`config.mk`:
```
export PLATFORM = sky130hd
export DESIGN_NAME = pwm_multi_ch
export DESIGN_NICKNAME = d
export VERILOG_FILES = /design/src/rtl/pwm_pkg.sv /design/src/rtl/pwm_cmp_ch.sv /design/src/rtl/pwm_multi_ch.sv
export SDC_FILE = /design/constraint.sdc
export NUM_CORES = 1
export LEC_CHECK = 0
export CAP_MARGIN = 20
export CELL_PAD_IN_SITES_DETAIL_PLACEMENT = 0
export CELL_PAD_IN_SITES_GLOBAL_PLACEMENT = 1
export CORE_ASPECT_RATIO = 0.8
export CORE_MARGIN = 3
export CORE_UTILIZATION = 41
export CTS_CLUSTER_SIZE = 24
export DETAILED_ROUTE_END_ITERATION = 7
export PLACE_DENSITY_LB_ADDON = 0.1
export SLEW_MARGIN = 30
export SYNTH_ARGS = -nofsm -noshare
export SYNTH_HDL_FRONTEND = slang
export SYNTH_SLANG_ARGS = --single-unit
```
`constraint.sdc`:
```
create_clock -name clk -period 5.7 [get_ports clk]
set_input_delay 0.57 -clock clk [delete_from_list [all_inputs] [get_ports clk]]
set_output_delay 0.57 -clock clk [all_outputs]
set_load 0.02 [all_outputs]
```
`src/rtl/pwm_pkg.sv`:
```
// Shared definitions for the multi-channel PWM generator.
// Holds the default word width, the minimum legal period, the period clamp
// helper and the counter/duty word type.
package pwm_pkg;

  // Default width of the period counter, period and duty values.
  localparam int unsigned DefCntW = 16;

  // Shortest period the counter can run; smaller requests are raised to this.
  localparam int unsigned MinPeriod = 2;

  // Counter / duty word at the default width.
  typedef logic [DefCntW-1:0] pwm_word_t;

  // Raise a requested period to the minimum. There is no upper clamp.
  // Callers widen their value to 32 bits and truncate the result back.
  function automatic logic [31:0] clamp_period(input logic [31:0] period);
    return (period < MinPeriod) ? 32'(MinPeriod) : period;
  endfunction

endpackage

```
`src/rtl/pwm_cmp_ch.sv`:
```
// One PWM compare channel.
// Keeps a staged duty (written by load) and an active duty (copied from the
// staged value on apply), and registers en && (cnt < active duty) onto pwm.
// Because pwm is registered it lags the counter by one cycle.
module pwm_cmp_ch
  import pwm_pkg::*;
#(
  parameter int unsigned CNT_W    = DefCntW,
  parameter int unsigned DEF_DUTY = 0
) (
  input  logic             clk,
  input  logic             rst_n,
  input  logic             en,
  input  logic [CNT_W-1:0] cnt,
  input  logic             load,
  input  logic             apply,
  input  logic [CNT_W-1:0] cfg_duty,
  output logic             pwm
);

  logic [CNT_W-1:0] stage_q, stage_d;
  logic [CNT_W-1:0] duty_q, duty_d;
  logic             pwm_d;

  // Staging follows load (last write wins); active follows apply. On a
  // simultaneous load and apply the old staged value goes active while the
  // new request is captured, which falls out of the non-blocking update.
  always_comb begin
    stage_d = load ? cfg_duty : stage_q;
    duty_d  = apply ? stage_q : duty_q;
    // duty >= period keeps the output high across the wrap; duty 0 keeps it low
    pwm_d   = en && (cnt < duty_q);
  end

  // Channel state registers.
  always_ff @(posedge clk or negedge rst_n) begin
    if (!rst_n) begin
      stage_q <= '0;
      duty_q  <= CNT_W'(DEF_DUTY);
      pwm     <= 1'b0;
    end else begin
      stage_q <= stage_d;
      duty_q  <= duty_d;
      pwm     <= pwm_d;
    end
  end

endmodule

```
`src/rtl/pwm_multi_ch.sv`:
```
// Multi-channel PWM generator with a shared period counter.
// Period and per-channel duty are staged by cfg_load and become active only
// at a period boundary (or immediately while stopped), so outputs never
// glitch mid-period and the counter never overruns a shrunken period.
// Build option: define PWM_CENTER_ALIGN_EN for an up/down (centre-aligned)
// counter with period 2P-2; otherwise the counter is an edge-aligned sawtooth.
module pwm_multi_ch
  import pwm_pkg::*;
#(
  parameter int unsigned CH         = 4,
  parameter int unsigned CNT_W      = DefCntW,
  parameter int unsigned DEF_PERIOD = 32768,
  parameter int unsigned DEF_DUTY   = 0
) (
  input  logic                clk,
  input  logic                rst_n,
  input  logic                en,
  input  logic                cfg_load,
  input  logic [CNT_W-1:0]    cfg_period,
  input  logic [CH*CNT_W-1:0] cfg_duty,
  output logic [CH-1:0]       pwm_out,
  output logic                period_end,
  output logic                cfg_pending
);

  localparam logic [CNT_W-1:0] One = CNT_W'(1);

  logic [CNT_W-1:0] cnt_q, cnt_d;
  logic [CNT_W-1:0] period_q, period_d;
  logic [CNT_W-1:0] stage_period_q, stage_period_d;
  logic             pending_q, pending_d;
  logic             period_end_q, period_end_d;
  logic             last_cycle;
  logic             apply;

`ifdef PWM_CENTER_ALIGN_EN
  localparam logic             DirUp   = 1'b0;
  localparam logic             DirDown = 1'b1;
  localparam logic [CNT_W-1:0] Two     = CNT_W'(2);

  logic dir_q, dir_d;

  // Up 0..P-1 then down P-2..1; the period ends on the descending cnt==1,
  // except for P=2 where there is no descending leg and it ends on cnt==1 up.
  always_comb begin
    last_cycle = (cnt_q == One) && ((period_q == Two) || (dir_q == DirDown));
    cnt_d      = cnt_q;
    dir_d      = dir_q;
    if (!en) begin
      cnt_d = '0;
      dir_d = DirUp;
    end else if (last_cycle) begin
      cnt_d = '0;
      dir_d = DirUp;
    end else if (dir_q == DirUp) begin
      if (cnt_q == period_q - One) begin
        cnt_d = period_q - Two;
        dir_d = DirDown;
      end else begin
        cnt_d = cnt_q + One;
      end
    end else begin
      cnt_d = cnt_q - One;
    end
  end

  // Flag the upcoming last cycle so period_end is registered yet coincident.
  always_comb begin
    period_end_d = en && (cnt_d == One) &&
                   ((period_d == Two) || (dir_d == DirDown));
  end

  // Count direction register.
  always_ff @(posedge clk or negedge rst_n) begin
    if (!rst_n) begin
      dir_q <= DirUp;
    end else begin
      dir_q <= dir_d;
    end
  end
`else
  // Sawtooth 0..P-1; the period ends on cnt==P-1.
  always_comb begin
    last_cycle = (cnt_q == period_q - One);
    if (!en || last_cycle) begin
      cnt_d = '0;
    end else begin
      cnt_d = cnt_q + One;
    end
  end

  // Flag the upcoming last cycle so period_end is registered yet coincident.
  always_comb begin
    period_end_d = en && (cnt_d == period_d - One);
  end
`endif

  // Config handshake: stage on load, promote at a boundary or while stopped.
  // A load coinciding with an apply re-arms pending for the next boundary.
  always_comb begin
    apply          = pending_q && (!en || last_cycle);
    stage_period_d = stage_period_q;
    if (cfg_load) begin
      stage_period_d = CNT_W'(clamp_period(32'(cfg_period)));
    end
    period_d  = apply ? stage_period_q : period_q;
    pending_d = cfg_load ? 1'b1 : (apply ? 1'b0 : pending_q);
  end

  // Shared counter, period and handshake registers.
  always_ff @(posedge clk or negedge rst_n) begin
    if (!rst_n) begin
      cnt_q          <= '0;
      period_q       <= CNT_W'(DEF_PERIOD);
      stage_period_q <= '0;
      pending_q      <= 1'b0;
      period_end_q   <= 1'b0;
    end else begin
      cnt_q          <= cnt_d;
      period_q       <= period_d;
      stage_period_q <= stage_period_d;
      pending_q      <= pending_d;
      period_end_q   <= period_end_d;
    end
  end

  assign period_end  = period_end_q;
  assign cfg_pending = pending_q;

  // One compare channel per output.
  for (genvar i = 0; i < CH; i++) begin : g_ch
    pwm_cmp_ch #(
      .CNT_W    (CNT_W),
      .DEF_DUTY (DEF_DUTY)
    ) u_ch (
      .clk      (clk),
      .rst_n    (rst_n),
      .en       (en),
      .cnt      (cnt_q),
      .load     (cfg_load),
      .apply    (apply),
      .cfg_duty (cfg_duty[i*CNT_W +: CNT_W]),
      .pwm      (pwm_out[i])
    );
  end

endmodule

```
==> results of run 1 <==
## cells by family after synthesis
group / after synthesis / share of synthesized area (%)
AND/OR/NAND/NOR: 291 / 14.6
adder cells (fa/ha/maj): 63 / 7.92
XOR/XNOR: 43 / 3.79
flip-flops: 182 / 45.8
buffers and inverters: 136 / 5.38
AO/OA/AOI/OAI: 188 / 12.3
multiplexers: 91 / 10.2
## through the flow
| step | hold WS [ns] | worst slack, ns | util, % | area [sq um] | cells |
|---|---|---|---|---|---|
| after global placement | 0.461 | 0.738 | 46.9 | 11100 | 1352 |
| after CTS | 0.194 | 0.566 | 49.7 | 11800 | 1384 |
| after global routing | 0.224 | 0.00899 | 49.7 | 11800 | 1384 |
| after floorplan | 0.274 | 0.412 | - | 9950 | 994 |
| after detailed placement | 0.466 | 0.607 | 46.9 | 11100 | 1352 |
| final | 0.159 | 0.531 | 49.7 | 11800 | 1384 |
## worst max-delay path: cells and delay by family (launching register included)
kind	cells	cell delay (ns)
flip-flops	1	0.58
AND/OR/NAND/NOR	7	2.05
multiplexers	1	0.14
XOR/XNOR	1	0.20
AO/OA/AOI/OAI	4	1.29
buffers and inverters	2	0.20
adder cells (fa/ha/maj)	2	0.61
## power groups by stage
stage / sequential, W / combinational [W] / clock, W
floorplan: 0.00152 / 0.000492 / 0
global placement: 0.00159 / 0.000653 / 0
detailed placement: 0.00159 / 0.000654 / 0
CTS: 0.00157 / 0.000659 / 0.00136
global route: 0.00159 / 0.000742 / 0.00141
finish: 0.00157 / 0.000652 / 0.00132
## cell type report
| class | instances | area [sq um] | area share, % |
|---|---|---|---|
| inverter | 82 | 308 | 2.62 |
| timing repair buffer | 100 | 975 | 8.30 |
| multi-input combinational | 676 | 4870 | 41.5 |
| sequential | 182 | 4560 | 38.8 |
| clock buffer | 18 | 429 | 3.65 |
| tap | 312 | 390 | 3.32 |
| clock inverter | 14 | 221 | 1.88 |
## worst paths after layout
path | endpoint | cells past startpoint | slack [ns]
max | period_end | 17 | 0.53
min | g_ch[0].u_ch.stage_q[9] | 1 | 0.16
max reg2reg | period_end | 17 | 0.53
min reg2reg | g_ch[1].u_ch.duty_q[0] | 2 | 0.48
max in group asynchronous | g_ch[2].u_ch.stage_q[11] | 2 | 4.38
min in group clk | g_ch[1].u_ch.duty_q[0] | 2 | 0.48
## sequential cells by signal, indices dropped and copies added, names as in the netlist
register	cells
g_ch.u_ch.duty_q	64
period_q	16
cnt_q	16
cfg_pending	1
stage_period_q	16
g_ch.u_ch.stage_q	64
period_end	1
g_ch.u_ch.pwm	4
## layer usage
metal	track usage, %	part of all wire [%]	vias up	wire [um]
met3	4.69	6.4	33	1610
met4	4.87	1.4	2	363
met5	0	0.051	-	13
li1	-	-	3591	-
met1	31.1	51	3563	13000
met2	27.5	41	210	10400
## cell usage after synthesis, types with 3 or more instances
library cell,n,share of area (%)
o32ai_1,3,0.26
nor4_1,13,0.82
dfrtp_1,181,46
nor2b_1,14,0.88
and4_1,5,0.44
nand3_1,19,0.96
o211ai_1,3,0.23
a211oi_1,3,0.23
o221ai_1,4,0.35
a21o_1,31,2.3
xnor2_1,26,2.3
inv_1,82,3.1
xor2_1,17,1.5
and2_1,3,0.19
or4_1,8,0.60
nand3b_1,5,0.38
ha_1,63,7.9
or3_1,7,0.44
a21boi_0,5,0.38
nand2b_1,9,0.57
and3_1,3,0.19
clkbuf_1,42,1.6
nor2_1,27,1.0
a2111oi_0,5,0.44
mux2_2,81,9.2
buf_4,5,0.38
a211o_1,4,0.35
o221a_2,3,0.34
nor3_1,20,1.0
nand2_1,132,5.0
a21oi_1,21,1.1
buf_2,5,0.25
o21ai_0,84,4.2
nand4_1,14,0.88
mux2i_1,10,1.0
==> results.ini, run 1 <==
[floorplan]
start_util_pct=42.1
die_x_um=180
core_area_sq_um=23600
dieHeight_um=145
ios=90
die_area_sq_um=26200
fp-row-count=50

[power]
ir_worst_vdd_uv=201
power_switching_share_pct=28.4
switching_power_w=0.00101
p_clk_share_pct=37.3
p_seq_share_pct=44.3
pwr_density_cell_nw_per_um2=301
power_frac_comb_pct=18.4
total_power_w=0.00354
power.leakage_nw=5.37
internal_power_w=0.00254

[yosys]
syn-num-nets=1141
async_reset_ff_share_pct=100
syn_inst=994
synthFlopType=dfrtp_1
avgSynthCellArea_sq_um=10.0
ys.warnings.count=0
yosysUniqueCellTypes=65
synth_seq_cells=182
seq_area_frac_synth_pct=45.8
netlist_area_sq_um=9950
synth_edf_count=0

[global_routing]
antenna_found_initial=1
grt_max_degree=85
grt-ovfl-total=0
grt_pass1_wl_um=41300
grt_pass1_vias=7173
track_usage_pct=19.9

[run]
maxCapViolCount=0

[setup_path]
crit_fanout=12
slowest_delay_ns=0.58
cp_cell_sequence=inv_1 > ha_1 > or4_1 > a21o_1 > a221o_1 > o41ai_4 > nand2_1 > a21boi_0 > ha_1 > inv_1 > nor4_1 > nand2_1 > nor4_1 > mux2i_1 > xnor2_1 > nand3_1 > nor4_2
cp_slowest_cell=dfrtp_1
critPathArrivalTime_ns=5.52
startpoint_type=register
startpoint=period_q[0]
r2r_start=period_q[0]
worstPathRequired_ns=6.05
critPathKind=register to register
endpoint_kind=register

[final_layout]
final_cell_mix=dfrtp_1 (181), nand2_1 (132), clkdlybuf4s50_1 (87)
fillers=2263
area_growth_syn_to_layout_pct=18.1
final_nets=1206
final_common_cell=dfrtp_1
antennaDiodeCount=0
drive_gt1_share_pct=13.1

[clocking]
htreeDepth=4
cts_hold_buf=0
clock_path_buffers=2
ctsResizeCount=0
cts-root-buf=clkbuf_16
cts_sinks=182
clk_latency_ns=0.44
cts_tree=yes
numCtsBuffers=17
cts_setup_buffers=0
cts.clk_slew.worst_paths_ns=0.08

[timing]
worst_slew_pin_slew_ns=0.996
max_freq_ghz=0.193
period_share_pct=90.7
slew_violations=0
finClkSkew_ns=0.0127
slew_headroom_pct=33.0
setup_tns_ns=0
setup_viol=0
hold_violations=0
fin_crit_ns=5.17
grt_setup_unrepaired=false

[detailed_routing]
routed_via_density=5.35
vias=7399
wirelength_um=25300
ant_nets=0
wl_per_cell_um=18.3
first_pass_iters=5
drt_iter0_drc=494
drcViolationCount=0

[place]
dp_hpwl_um=17400
place.gp.congestion=0.843
portBuffers=89

[worst_hold_path]
hp-class=input pin to async pin

[outcome]
status=completed

No activity file was read; power rests on OpenSTA's default activity.
==> run 2, diff against run 1 <==
--- a/config.mk
+++ b/config.mk
@@ -5,12 +5,13 @@
 export SDC_FILE = /design/constraint.sdc
 export NUM_CORES = 1
 export LEC_CHECK = 0
+export ABC_AREA = 1
 export CAP_MARGIN = 20
 export CELL_PAD_IN_SITES_DETAIL_PLACEMENT = 0
 export CELL_PAD_IN_SITES_GLOBAL_PLACEMENT = 1
 export CORE_ASPECT_RATIO = 0.8
 export CORE_MARGIN = 3
-export CORE_UTILIZATION = 41
+export CORE_UTILIZATION = 39
 export CTS_CLUSTER_SIZE = 24
 export DETAILED_ROUTE_END_ITERATION = 7
 export PLACE_DENSITY_LB_ADDON = 0.1
==> results.ini, run 2 <==
[setup_path]
startpoint_type=register
worstSetupPathDepth=25
cpMostUsedCell=nand2_1
critPathKind=register to register
slowest_delay_ns=0.58
cp_slowest_cell=buf_4
endpoint_kind=register
critPathBufInv=4
critPathArrivalTime_ns=4.27
cp_top_family=simple AND/OR/NAND/NOR gates
reg2reg_depth=25
crit_fanout=68
worstPathRequired_ns=6.07

[power]
pwr_density_cell_nw_per_um2=284
ir_worst_vdd_uv=202
power.leakage_nw=5.91
total_power_w=0.00333

[timing]
slew_headroom_pct=42.0
slew_violations=0
finClkSkew_ns=0.0162
max_freq_ghz=0.256
hold_violations=0
setup_slack_ns=1.80
worst_slew_pin_slew_ns=0.870
grt_setup_unrepaired=false
period_share_pct=68.4
setup_viol=0
fin_crit_ns=3.90
setup_tns_ns=0

[place]
dp_hpwl_um=18500
place.gp.congestion=0.849
portBuffers=89
post-place-ws_ns=1.86
placed_cell_area_sq_um=11100

[final_layout]
final_cell_mix=nand2_1 (326), inv_1 (208), dfrtp_1 (181)
final_common_cell=nand2_1
area_growth_syn_to_layout_pct=17.6
final_nets=1466
finish.utilization_pct=47.4
drive_gt1_share_pct=6.23
final_area_sq_um=11700
reg.largest.list=g_ch.u_ch.duty_q x64, g_ch.u_ch.stage_q x64
antennaDiodeCount=0

[global_routing]
grt_max_degree=120
antenna_found_initial=0
grt_pass1_vias=7407
track_usage_pct=19.7
grt-ovfl-total=0
grt_pass1_wl_um=41400

[yosys]
synth_area_leaders=dfrtp_1 (45%), nand2_1 (12%), ha_1 (7.9%)
synthFlopType=dfrtp_1
ys_top_cells_by_count=nand2_1 (326), inv_1 (208), dfrtp_1 (181), o21ai_0 (153), ha_1 (63)
seq_area_frac_synth_pct=45.7
netlist_area_sq_um=9960
syn_inst=1247
ys.warnings.count=0
async_reset_ff_share_pct=100
synth.top_cell.area_share_pct=45.5
synth_edf_count=0
yosysMostFrequentCell=nand2_1
synth_seq_cells=182
avgSynthCellArea_sq_um=7.99
yosys.area.top_type=dfrtp_1
syn-num-nets=1394
yosysUniqueCellTypes=42

[floorplan]
start_util_pct=40.3
die_area_sq_um=27500
fp-row-count=51
dieHeight_um=149
ios=90
die_x_um=185
core_area_sq_um=24700

[clocking]
cts_setup_buffers=0
cts_hold_buf=0
ctsResizeCount=0
cts_tree=yes
clock_path_buffers=2
clk_latency_ns=0.45
cts_sinks=182
numCtsBuffers=17
cts-root-buf=clkbuf_16
cts.clk_slew.worst_paths_ns=0.08
htreeDepth=4

[detailed_routing]
drcViolationCount=0
ant_nets=0
wl_per_cell_um=15.7
routed_via_density=4.70
first_pass_iters=5
vias=7758
drt_iter0_drc=475
wirelength_um=25900

[worst_hold_path]
hp-class=input pin to async pin

[outcome]
status=completed

[run]
maxCapViolCount=0

[run 2: changes by cell type in the layout (fill, tap and decap cells not counted), sizes merged, moves of 13 or more]
cell,change
nor4,-13
nor2,+47
xnor2,-18
a21o,-29
nand2,+213
inv,+129
nand3,+35
mux2,-81
o21ai,+78
nor2b,-14
[run 2: layout make-up]
class	count	area (sq um)
Clock buffer	18	429
Clock inverter	14	164
Fill cell	2454	13000
Inverter	213	800
Multi-Input combinational cell	809	4390
Sequential cell	182	4560
Tap cell	318	398
Timing Repair Buffer	96	975
[run 2: cell families (layout without fill, tap and decap cells)]
group | count (synthesis) | after routing | synth area share [%]
fa+ha+maj | 63 | 63 | 7.92
xor+xnor | 21 | 21 | 1.99
flops | 182 | 182 | 45.7
compound gates | 210 | 210 | 11.4
buf+inv | 256 | 341 | 10.2
simple gates | 515 | 515 | 22.8
[run 2: stage by stage]
| step | hold slack [ns] | instances |
|---|---|---|
| finish | 0.0958 | 1650 |
| global route | 0.0909 | 1650 |
| CTS | 0.0972 | 1650 |
| detailed placement | 0.470 | 1618 |
| global placement | 0.463 | 1617 |
| floorplan | 0.274 | 1247 |
[run 2: path summary, 6_finish.rpt]
check                                  startpoint                      end  slack (ns)
hold reg to reg            g_ch[0].u_ch.duty_q[5]   g_ch[0].u_ch.duty_q[5]        0.48
setup / recovery                      period_q[0]               period_end        1.80
max in group asynchronous                   rst_n  g_ch[3].u_ch.duty_q[15]        4.69
setup reg to reg                      period_q[0]               period_end        1.80
hold / removal                              rst_n  g_ch[3].u_ch.stage_q[3]         0.1
min in group clk           g_ch[0].u_ch.duty_q[5]   g_ch[0].u_ch.duty_q[5]        0.48
[run 2: report_power, final]
group | switching (W) | leakage (nW) | internal, W | total, W
registers | 0.0000915 | 2.26 | 0.00143 | 0.00152
logic | 0.000379 | 3.37 | 0.000246 | 0.000625
clock network | 0.000592 | 0.283 | 0.000589 | 0.00118
total | 0.00106 | 5.91 | 0.00226 | 0.00333
[run 2: per-layer routing]
metal  wire (um)  track usage, %  share of wire (%)  up-vias
met2       10400            27.7                 40      139
met4         286            4.42                1.1        0
li1            -               -                  -     4084
met3        1170            4.31                4.5       19
met1       14100            30.8                 54     3516
met5           0               0                  0        -
